<file path="src/rtl/activation_interp_scheduler_pkg.sv">
// Shared constants and types for the activation interpolator scheduler.
package activation_interp_scheduler_pkg;

    localparam int unsigned DATA_W    = 8;
    localparam int unsigned IDX_W     = 4;
    localparam int unsigned FRAC_W    = 4;
    localparam int unsigned LUT_DEPTH = 16;

    typedef logic signed [DATA_W-1:0] lut_entry_t;

endpackage

</file>
<file path="src/rtl/activation_interp.sv">
// Combinational piece-wise-linear interpolation between two LUT entries.
module activation_interp
    import activation_interp_scheduler_pkg::*;
(
    input  lut_entry_t        base,
    input  lut_entry_t        nxt,
    input  logic [FRAC_W-1:0] rem,
    output lut_entry_t        value
);

    logic signed [DATA_W:0]          diff;
    logic signed [DATA_W+FRAC_W+1:0] prod;
    logic signed [DATA_W+FRAC_W+1:0] shifted;
    logic signed [DATA_W+1:0]        sum;
    logic                            unused_bits;

    // Slope times fraction, floor-divided by the segment width, added to the base.
    always_comb begin
        diff    = $signed({nxt[DATA_W-1], nxt}) - $signed({base[DATA_W-1], base});
        prod    = diff * $signed({1'b0, rem});
        shifted = prod >>> FRAC_W;
        sum     = $signed({{2{base[DATA_W-1]}}, base}) + $signed(shifted[DATA_W+1:0]);
        value   = sum[DATA_W-1:0];
    end

    // Upper bits are provably redundant (|slope * rem / 16| < 256); result wraps to 8 bits.
    assign unused_bits = ^{shifted[DATA_W+FRAC_W+1:DATA_W+2], sum[DATA_W+1:DATA_W]};

endmodule

</file>
<file path="src/rtl/activation_interp_scheduler.sv">
// Round-robin scheduler sharing one LUT interpolator among NREQ requesters.
module activation_interp_scheduler #(
    parameter int unsigned NREQ   = 4,
    parameter int unsigned DATA_W = 8
) (
    input  logic                     clk,
    input  logic                     rst,
    input  logic [NREQ-1:0]          req_valid,
    input  logic [NREQ*DATA_W-1:0]   req_data,
    output logic [NREQ-1:0]          req_ready,
    output logic                     out_valid,
    input  logic                     out_ready,
    output logic signed [DATA_W-1:0] out_data,
    output logic [2:0]               out_id,
    input  logic                     cfg_we,
    input  logic [3:0]               cfg_addr,
    input  logic signed [DATA_W-1:0] cfg_data,
    output logic                     cfg_ready,
    output logic                     busy
);
    import activation_interp_scheduler_pkg::*;

    localparam int unsigned ID_W = 3;

    logic [ID_W-1:0]   ptr_q, ptr_d;
    logic [ID_W-1:0]   grant_idx;
    logic              grant_any;
    logic [NREQ-1:0]   grant;
    logic [NREQ-1:0]   valid_sh;
    int unsigned       cand;
    logic              stall, hs;
    logic [DATA_W-1:0] sel_x;

    lut_entry_t        lut_q [LUT_DEPTH];

    logic              s1_valid;
    logic [DATA_W-1:0] s1_x;
    logic [ID_W-1:0]   s1_id;
    logic [IDX_W-1:0]  s1_idx, s1_idx_nxt;

    logic              s2_valid;
    lut_entry_t        s2_base, s2_nxt;
    logic [FRAC_W-1:0] s2_rem;
    logic [ID_W-1:0]   s2_id;
    lut_entry_t        interp_value;

    // Pick the first valid requester starting from the round-robin pointer.
    always_comb begin
        grant_idx = '0;
        grant_any = 1'b0;
        cand      = 0;
        valid_sh  = '0;
        for (int unsigned k = 0; k < NREQ; k++) begin
            cand     = (32'(ptr_q) + k) % NREQ;
            valid_sh = req_valid >> cand;
            if (!grant_any && valid_sh[0]) begin
                grant_any = 1'b1;
                grant_idx = ID_W'(cand);
            end
        end
    end

    assign grant     = grant_any ? (NREQ'(1) << grant_idx) : '0;
    assign stall     = out_valid && !out_ready;
    assign req_ready = (rst || stall) ? '0 : grant;
    assign hs        = |req_ready;
    assign sel_x     = DATA_W'(req_data >> (32'(grant_idx) * DATA_W));
    assign busy      = s1_valid || s2_valid || out_valid;
    assign cfg_ready = cfg_we && !busy && !hs && !rst;

    // Highest priority moves to the requester after the one just accepted.
    always_comb begin
        ptr_d = ptr_q;
        if (hs) begin
            ptr_d = (32'(grant_idx) == NREQ - 1) ? '0 : grant_idx + ID_W'(1);
        end
    end

    // Round-robin pointer register.
    always_ff @(posedge clk) begin
        if (rst) ptr_q <= '0;
        else     ptr_q <= ptr_d;
    end

    // LUT register file, written only when the pipeline is idle.
    always_ff @(posedge clk) begin
        if (rst) begin
            for (int i = 0; i < LUT_DEPTH; i++) lut_q[i] <= '0;
        end else if (cfg_ready) begin
            lut_q[cfg_addr] <= cfg_data;
        end
    end

    // Top 4 bits with the sign flipped give an offset-binary segment index; top segment clamps.
    assign s1_idx     = s1_x[DATA_W-1 -: IDX_W] ^ {1'b1, {(IDX_W-1){1'b0}}};
    assign s1_idx_nxt = (s1_idx == IDX_W'(LUT_DEPTH - 1)) ? s1_idx : s1_idx + IDX_W'(1);

    activation_interp u_interp (
        .base  (s2_base),
        .nxt   (s2_nxt),
        .rem   (s2_rem),
        .value (interp_value)
    );

    // Three-stage pipeline; a stall freezes every stage, bubbles included.
    always_ff @(posedge clk) begin
        if (rst) begin
            s1_valid  <= 1'b0;
            s1_x      <= '0;
            s1_id     <= '0;
            s2_valid  <= 1'b0;
            s2_base   <= '0;
            s2_nxt    <= '0;
            s2_rem    <= '0;
            s2_id     <= '0;
            out_valid <= 1'b0;
            out_data  <= '0;
            out_id    <= '0;
        end else if (!stall) begin
            s1_valid  <= hs;
            if (hs) begin
                s1_x  <= sel_x;
                s1_id <= grant_idx;
            end
            s2_valid  <= s1_valid;
            if (s1_valid) begin
                s2_base <= lut_q[s1_idx];
                s2_nxt  <= lut_q[s1_idx_nxt];
                s2_rem  <= s1_x[FRAC_W-1:0];
                s2_id   <= s1_id;
            end
            out_valid <= s2_valid;
            if (s2_valid) begin
                out_data <= interp_value;
                out_id   <= s2_id;
            end
        end
    end

endmodule
</file>
<file path="config.mk">
export PLATFORM = sky130hd
export DESIGN_NAME = activation_interp_scheduler
export DESIGN_NICKNAME = d
export VERILOG_FILES = /design/src/rtl/activation_interp_scheduler_pkg.sv /design/src/rtl/activation_interp.sv /design/src/rtl/activation_interp_scheduler.sv
export SDC_FILE = /design/constraint.sdc
export NUM_CORES = 1
export LEC_CHECK = 0
export ABC_CLOCK_PERIOD_IN_PS = 13900
export BUFFER_PORTS_ARGS = -buffer_cell sky130_fd_sc_hd__buf_4
export CAP_MARGIN = 20
export CORE_MARGIN = 1
export CORE_UTILIZATION = 45
export DETAILED_ROUTE_END_ITERATION = 10
export GPL_ROUTABILITY_DRIVEN = 0
export PLACE_DENSITY = 0.61
export SYNTH_ARGS = -nofsm -noshare
export SYNTH_HDL_FRONTEND = slang
export SYNTH_SLANG_ARGS = --single-unit
export TNS_END_PERCENT = 10
</file>
<file path="constraint.sdc">
create_clock -name clk -period 13.9 [get_ports clk]
set_input_delay 3.475 -clock clk [delete_from_list [all_inputs] [get_ports clk]]
set_output_delay 3.475 -clock clk [all_outputs]
set_load 0.02 [all_outputs]
</file>
### Yosys cells after proc, flatten, opt, wreduce, memory -nomap -nowiden

Memories as Yosys holds them, arrays and structs flattened. A register that Yosys moved wholly into a read port is not among the register bits.
Index checks and enable logic that the tools add are counted.

* $add $sub $neg: 7
* multiply operators: 1
* div/mod/pow operators: 0
* order comparisons: 0
* equality and inequality tests: 2
* shift operators: 6
* multiplexer cells: 20
* bitwise operators: 2
* reductions and logical operators: 22

Operators by type and width (number)
* $shr A32 B6 Y8: 1
* $mux W4: 4
* $shr A4 B2 Y1: 4
* $mul A9 B5 Y12: 1
* $mux W1: 10
* $sub A8 B8 Y9: 1
* $add A8 B8 Y8: 1
* $mux W8: 1
* $reduce_or A8 Y1: 1
* $logic_and A1 B1 Y1: 7
* $logic_not A1 Y1: 7
* $mux W2: 3
* $mux W3: 2
* $reduce_and A2 Y1: 3
* $add A2 B1 Y2 const B: 2
* $add A2 B2 Y2 const B: 2
* $add A4 B1 Y4 const B: 1
* $eq A4 B4 Y1 const B: 1
* $reduce_or A4 Y1: 1
* $shl A1 B3 Y4 const A: 1
* $eq A3 B2 Y1 const B: 1
* $logic_or A1 B1 Y1: 3
* $not A1 Y1: 2

* flip-flop bits (word level): 34
* bits in latches: 0
* RAM bits: 128
* bits in read-only memories: 0
* output and inout bits: 18
* logic and storage cells: 71
* memories: 1

Memory list
* lut_q: depth 16, width 8, read ports 2, clocked after Yosys merged registers in 2, write ports 16, RTL line activation_interp_scheduler.sv:34 `lut_entry_t lut_q [LUT_DEPTH];`

### Logic depth before layout (Yosys ltp)

* depth after elaboration: 23
* gate-level depth with buffers: 28
* mapped depth without buffers: 28

### Cells and area by module

A second synthesis with hierarchy kept.

* cell total of the unflattened synthesis: 1023
* area total of the unflattened synthesis: 11028.1 sq um

By module, submodules not included
* activation_interp_scheduler: times used 1, cells an instance 811, area an instance 9290.2 sq um
* activation_interp: times used 1, cells an instance 212, area an instance 1737.9 sq um

### Least setup slack after synthesis

No wires, ideal clock.

* kind: input to output
* from: in req_valid[0]
* to: out cfg_ready
* data arrival time: 5.661 ns
* data required time: 10.425 ns
* path slack: 4.764 ns
* cell stages on the path: 8
* buffers on the path: 1
* cells stage by stage: nand2b_1 nor2b_1 o22ai_1 clkbuf_1 inv_1 ha_1 o41a_1 nor4b_4

* word-level cells in the longest chain between the ends: 18

Ends and longest elaborated chain
* from (decl): RTL line activation_interp_scheduler.sv:8 `input logic [NREQ-1:0] req_valid,`
* $shr A4 B2 Y1: RTL line activation_interp_scheduler.sv:55 `valid_sh = req_valid >> cand;`
* $mux W1: RTL line activation_interp_scheduler.sv:56 `if (!grant_any && valid_sh[0]) begin`
* $logic_not A1 Y1: RTL line activation_interp_scheduler.sv:56
* $logic_and A1 B1 Y1: RTL line activation_interp_scheduler.sv:56
* $mux W1: RTL line activation_interp_scheduler.sv:56
* $logic_not A1 Y1: RTL line activation_interp_scheduler.sv:56
* $logic_and A1 B1 Y1: RTL line activation_interp_scheduler.sv:56
* $mux W1: RTL line activation_interp_scheduler.sv:56
* (+2 left out)
* $mux W3 (*): RTL line activation_interp_scheduler.sv:56
* net grant_idx[1]: RTL line activation_interp_scheduler.sv:26 `logic [ID_W-1:0] grant_idx;`
* $shl A1 B3 Y4 (*): RTL line activation_interp_scheduler.sv:63 `assign grant = grant_any ? (NREQ'(1) << grant_idx) : '0;`
* $mux W4 (*): RTL line activation_interp_scheduler.sv:63
* $mux W4 (*): RTL line activation_interp_scheduler.sv:65 `assign req_ready = (rst || stall) ? '0 : grant;`
* $reduce_or A4 Y1 (*): RTL line activation_interp_scheduler.sv:66 `assign hs = |req_ready;`
* $logic_not A1 Y1 (*): RTL line activation_interp_scheduler.sv:69 `assign cfg_ready = cfg_we && !busy && !hs && !rst;`
* $logic_and A1 B1 Y1 (*) (2 in series): RTL line activation_interp_scheduler.sv:69
* to (decl): RTL line activation_interp_scheduler.sv:18 `output logic cfg_ready,`

Mark *: on every way through the listed nets, which the timed path passes. The rest lies on a longest branch.

### Worst setup path in the final report

* from: in req_valid[2]
* to: out cfg_ready

* word-level cells in the longest chain between the ends: 18

Ends and longest elaborated chain (RTL line)
* $shr A4 B2 Y1: activation_interp_scheduler.sv:55
* $mux W1: activation_interp_scheduler.sv:56
* $logic_not A1 Y1: activation_interp_scheduler.sv:56
* $logic_and A1 B1 Y1: activation_interp_scheduler.sv:56
* $mux W1: activation_interp_scheduler.sv:56
* $logic_not A1 Y1: activation_interp_scheduler.sv:56
* $logic_and A1 B1 Y1: activation_interp_scheduler.sv:56
* $mux W1: activation_interp_scheduler.sv:56
* $logic_not A1 Y1: activation_interp_scheduler.sv:56
* $logic_and A1 B1 Y1: activation_interp_scheduler.sv:56
* $mux W3: activation_interp_scheduler.sv:56
* $shl A1 B3 Y4: activation_interp_scheduler.sv:63
* $mux W4 (*): activation_interp_scheduler.sv:63
* $mux W4 (*): activation_interp_scheduler.sv:65
* $reduce_or A4 Y1 (*): activation_interp_scheduler.sv:66
* $logic_not A1 Y1 (*): activation_interp_scheduler.sv:69
* $logic_and A1 B1 Y1 (*) (2 in series): activation_interp_scheduler.sv:69

Every way passes the cells marked *; elsewhere a longest branch is shown, timed or not.

==> flow_summary.json <==
{
  "status": "finished, final reports clean",
  "fp.dieH_um": 156,
  "antenna_found_initial": 0,
  "path_depth": 10,
  "vias": 7250,
  "grt_max_degree": 61,
  "drc": 0,
  "worst_hold_slack_ps": 453,
  "syn_nets": 1049,
  "cts_made_buffers": 17,
  "insertion_delay_ps": 440,
  "syn_inst": 941,
  "drive_above_1_share_pct": 21.1,
  "p_per_area_nw_per_um2": 121,
  "ant_nets": 0,
  "rr_worst_depth": 28,
  "min_path_cells": 2,
  "synth_enable_flop_cells": 128,
  "die_x_um": 156,
  "cts_resized": 0,
  "crit_family": "compound AO/OA/AOI/OAI gates",
  "intPower_mw": 0.991,
  "synth_most_common_cell": "and2_1",
  "max_slew_margin_pct": 33.2,
  "synth_warnings": 0,
  "cp_max_fo": 17,
  "track_usage_pct": 23.3,
  "first_iter_violations": 557,
  "worstPathCellList": "buf_4, inv_1, o22ai_1, a211oi_4, buf_8, inv_1, ha_1, o41a_1, nor4b_4, buf_4",
  "dpl_worst_slack_ps": 3800,
  "endpoint_kind": "output port",
  "pwr-share-seq_pct": 41.8,
  "port_buffers": 68,
  "power_frac_comb_pct": 24.4,
  "ir_drop_v": 0.0000731,
  "syn_area_um2": 10700,
  "cts.hold.buffers_added": 0,
  "cts_root_buf": "clkbuf_16",
  "critical_path.max_stage_delay_ps": 580,
  "ys_ff_latch": 175,
  "skew_ps": 20.0,
  "clock_path_buffers": 2,
  "cp_slowest_cell": "o41a_1",
  "ys.flop_type": "edfxtp_1",
  "io_pins": 70,
  "wl_per_cell_um": 20.1,
  "wirelength_um": 26400,
  "fin_nets": 1097,
  "critical_path_class": "input port to output port",
  "critical_path_arrival_ps": 6150,
  "clock-sinks": 175,
  "tightest_slew_ps": 995,
  "sw_frac_of_total_pct": 32.4,
  "htreeDepth": 4,
  "core_um2": 22900,
  "fmax_ghz": 0.104,
  "clkPwrFrac_pct": 33.7,
  "cts_tree": "yes",
  "viasPerCell": 5.51,
  "fin_setup_tns_ps": 0,
  "dieArea_um2": 24300,
  "switching_power_mw": 0.475,
  "timing.final.ws_setup_ps": 4280,
  "grt_setup_unrepaired": "no",
  "ys_async_sr_fraction_pct": 0,
  "fin_crit_sh_pct": 69.2,
  "area_growth_pct": 13.5,
  "yosys.area.top_type": "edfxtp_1",
  "num_rows": 55,
  "path_buf_inv": 5,
  "hold_path_class": "flop to flop",
  "critPathLaunchType": "input port",
  "initial_core_util_pct": 46.6,
  "ys_seq_area_share_pct": 44.8,
  "finalMaxSlewViolations": 0,
  "hpwlAfterDp_um": 19200,
  "synth_cell_type_count": 53,
  "drv_cap": 0,
  "setup_violations": 0,
  "yosys-top-cells-count": "and2_1 (157), edfxtp_1 (128), nand2_1 (126)",
  "synth_top_area_share_pct": 36.0,
  "drt-pass1-iter-count": 5,
  "min_period_ps": 9620,
  "hold_violations": 0,
  "ys_top_cells_by_area": "edfxtp_1 (36%), mux4_2 (14%), and2_1 (9.2%), dfxtp_1 (8.8%), ha_1 (4.6%)",
  "synth_area_per_cell_um2": 11.3,
  "cp_data_required_time_ps": 10430,
  "cts_setup_buffers": 0,
  "grt_pass1_wl_um": 41700,
  "grt_pass1_vias": 7290,
  "final_util_pct": 52.8,
  "leakage_nw": 4.69,
  "n_antenna_cell": 0,
  "path_clk_slew_ps": 70,
  "grt_overflow": 0
}
==> worst register-to-register path, delay by kind of cell, from the launching register on <==
family / cells / cell delay (ps)
fa+ha+maj: 6 / 2110
compound gates: 8 / 1510
buf+inv: 3 / 210
simple gates: 8 / 1100
flops: 1 / 430
xor+xnor: 3 / 780
==> power by group through the flow <==
stage	Clock (mW)	Sequential [mW]	Combinational, mW
after floorplan	0	0.609	0.261
after global placement	0	0.624	0.355
after detailed placement	0	0.625	0.359
after CTS	0.501	0.613	0.360
after global routing	0.523	0.617	0.391
final	0.495	0.613	0.358
==> cells by family (layout without fill, tap and decap cells) <==
family | count (synthesis) | after routing | share of synthesized area (%)
AOI/OAI and AO/OA | 104 | 104 | 6.25
xor gates and xnor gates | 21 | 21 | 1.92
adders and majority gates | 56 | 56 | 7.76
buffers and inverters | 96 | 157 | 3.59
DFF | 175 | 175 | 44.8
muxes | 89 | 89 | 16.0
other | 1 | 1 | 0.0351
and+or+nand+nor | 399 | 399 | 19.6
==> worst paths after layout <==
| check | from | to | slack (ps) |
|---|---|---|---|
| setup / recovery | req_valid[2] | cfg_ready | 4280 |
| hold / removal | out_data[5] | out_data[5] | 450 |
| setup reg to reg | s2_base[1] | out_data[7] | 7670 |
| hold reg to reg | out_data[5] | out_data[5] | 450 |
==> final cells by class <==
cell class	count	area, µm²
clock inverter	15	205
timing repair buffer	77	586
fill	2016	10800
tap	313	392
clock buffer	17	425
inverter	48	180
multi-input combinational	670	5530
sequential	175	4790
==> registers in the layout (all words and copies together), names as in the netlist <==
name / count
s2_id: 2
s2_valid: 1
ptr_q: 2
s2_rem: 4
s1_id: 2
out_id: 2
out_data: 8
lut_q: 128
out_valid: 1
s1_x: 8
s1_valid: 1
s2_nxt: 8
s2_base: 8
==> per-stage QoR <==
| stage | total power, mW | area, µm² | instances |
|---|---|---|---|
| 2_1_floorplan | 0.870 | 10700 | 941 |
| 3_3_place_gp | 0.979 | 11500 | 1281 |
| 3_5_place_dp | 0.983 | 11500 | 1281 |
| 4_1_cts | 1.47 | 12100 | 1313 |
| 5_1_grt | 1.53 | 12100 | 1315 |
| 6_report | 1.47 | 12100 | 1315 |
==> placed cells by master, fill, tap and decap left out, types with 4 or more instances in the layout <==
cell | Yosys | routed
a211oi_1 | 5 | 4
o211ai_1 | 18 | 18
xor2_1 | 4 | 4
a21oi_1 | 45 | 45
mux2i_1 | 15 | 15
clkinv_8 | 0 | 7
o21ai_0 | 7 | 7
nand3_1 | 22 | 22
ha_1 | 39 | 39
dfxtp_1 | 47 | 46
xnor2_1 | 15 | 14
nor3_1 | 12 | 12
or2_2 | 15 | 15
nor2b_1 | 6 | 6
edfxtp_1 | 128 | 128
mux2_2 | 10 | 10
clkbuf_16 | 0 | 17
nor2_1 | 36 | 36
inv_1 | 48 | 48
o2111ai_1 | 7 | 7
nand2_1 | 126 | 126
buf_4 | 2 | 75
o21a_1 | 5 | 5
and2_1 | 157 | 157
fa_1 | 17 | 17
nand2b_1 | 6 | 6
nand3b_1 | 4 | 4
mux4_2 | 64 | 64
==> routing by layer <==
| metal | global-route usage, % | vias to the layer above | routed length (µm) |
|---|---|---|---|
| li1 | - | 3448 | - |
| met1 | 30.4 | 3516 | 11300 |
| met2 | 37.7 | 252 | 12500 |
| met3 | 5.72 | 34 | 1850 |
| met4 | 8.64 | 0 | 742 |
| met5 | 0 | - | 0 |
Power figures use the tool's default switching activity.
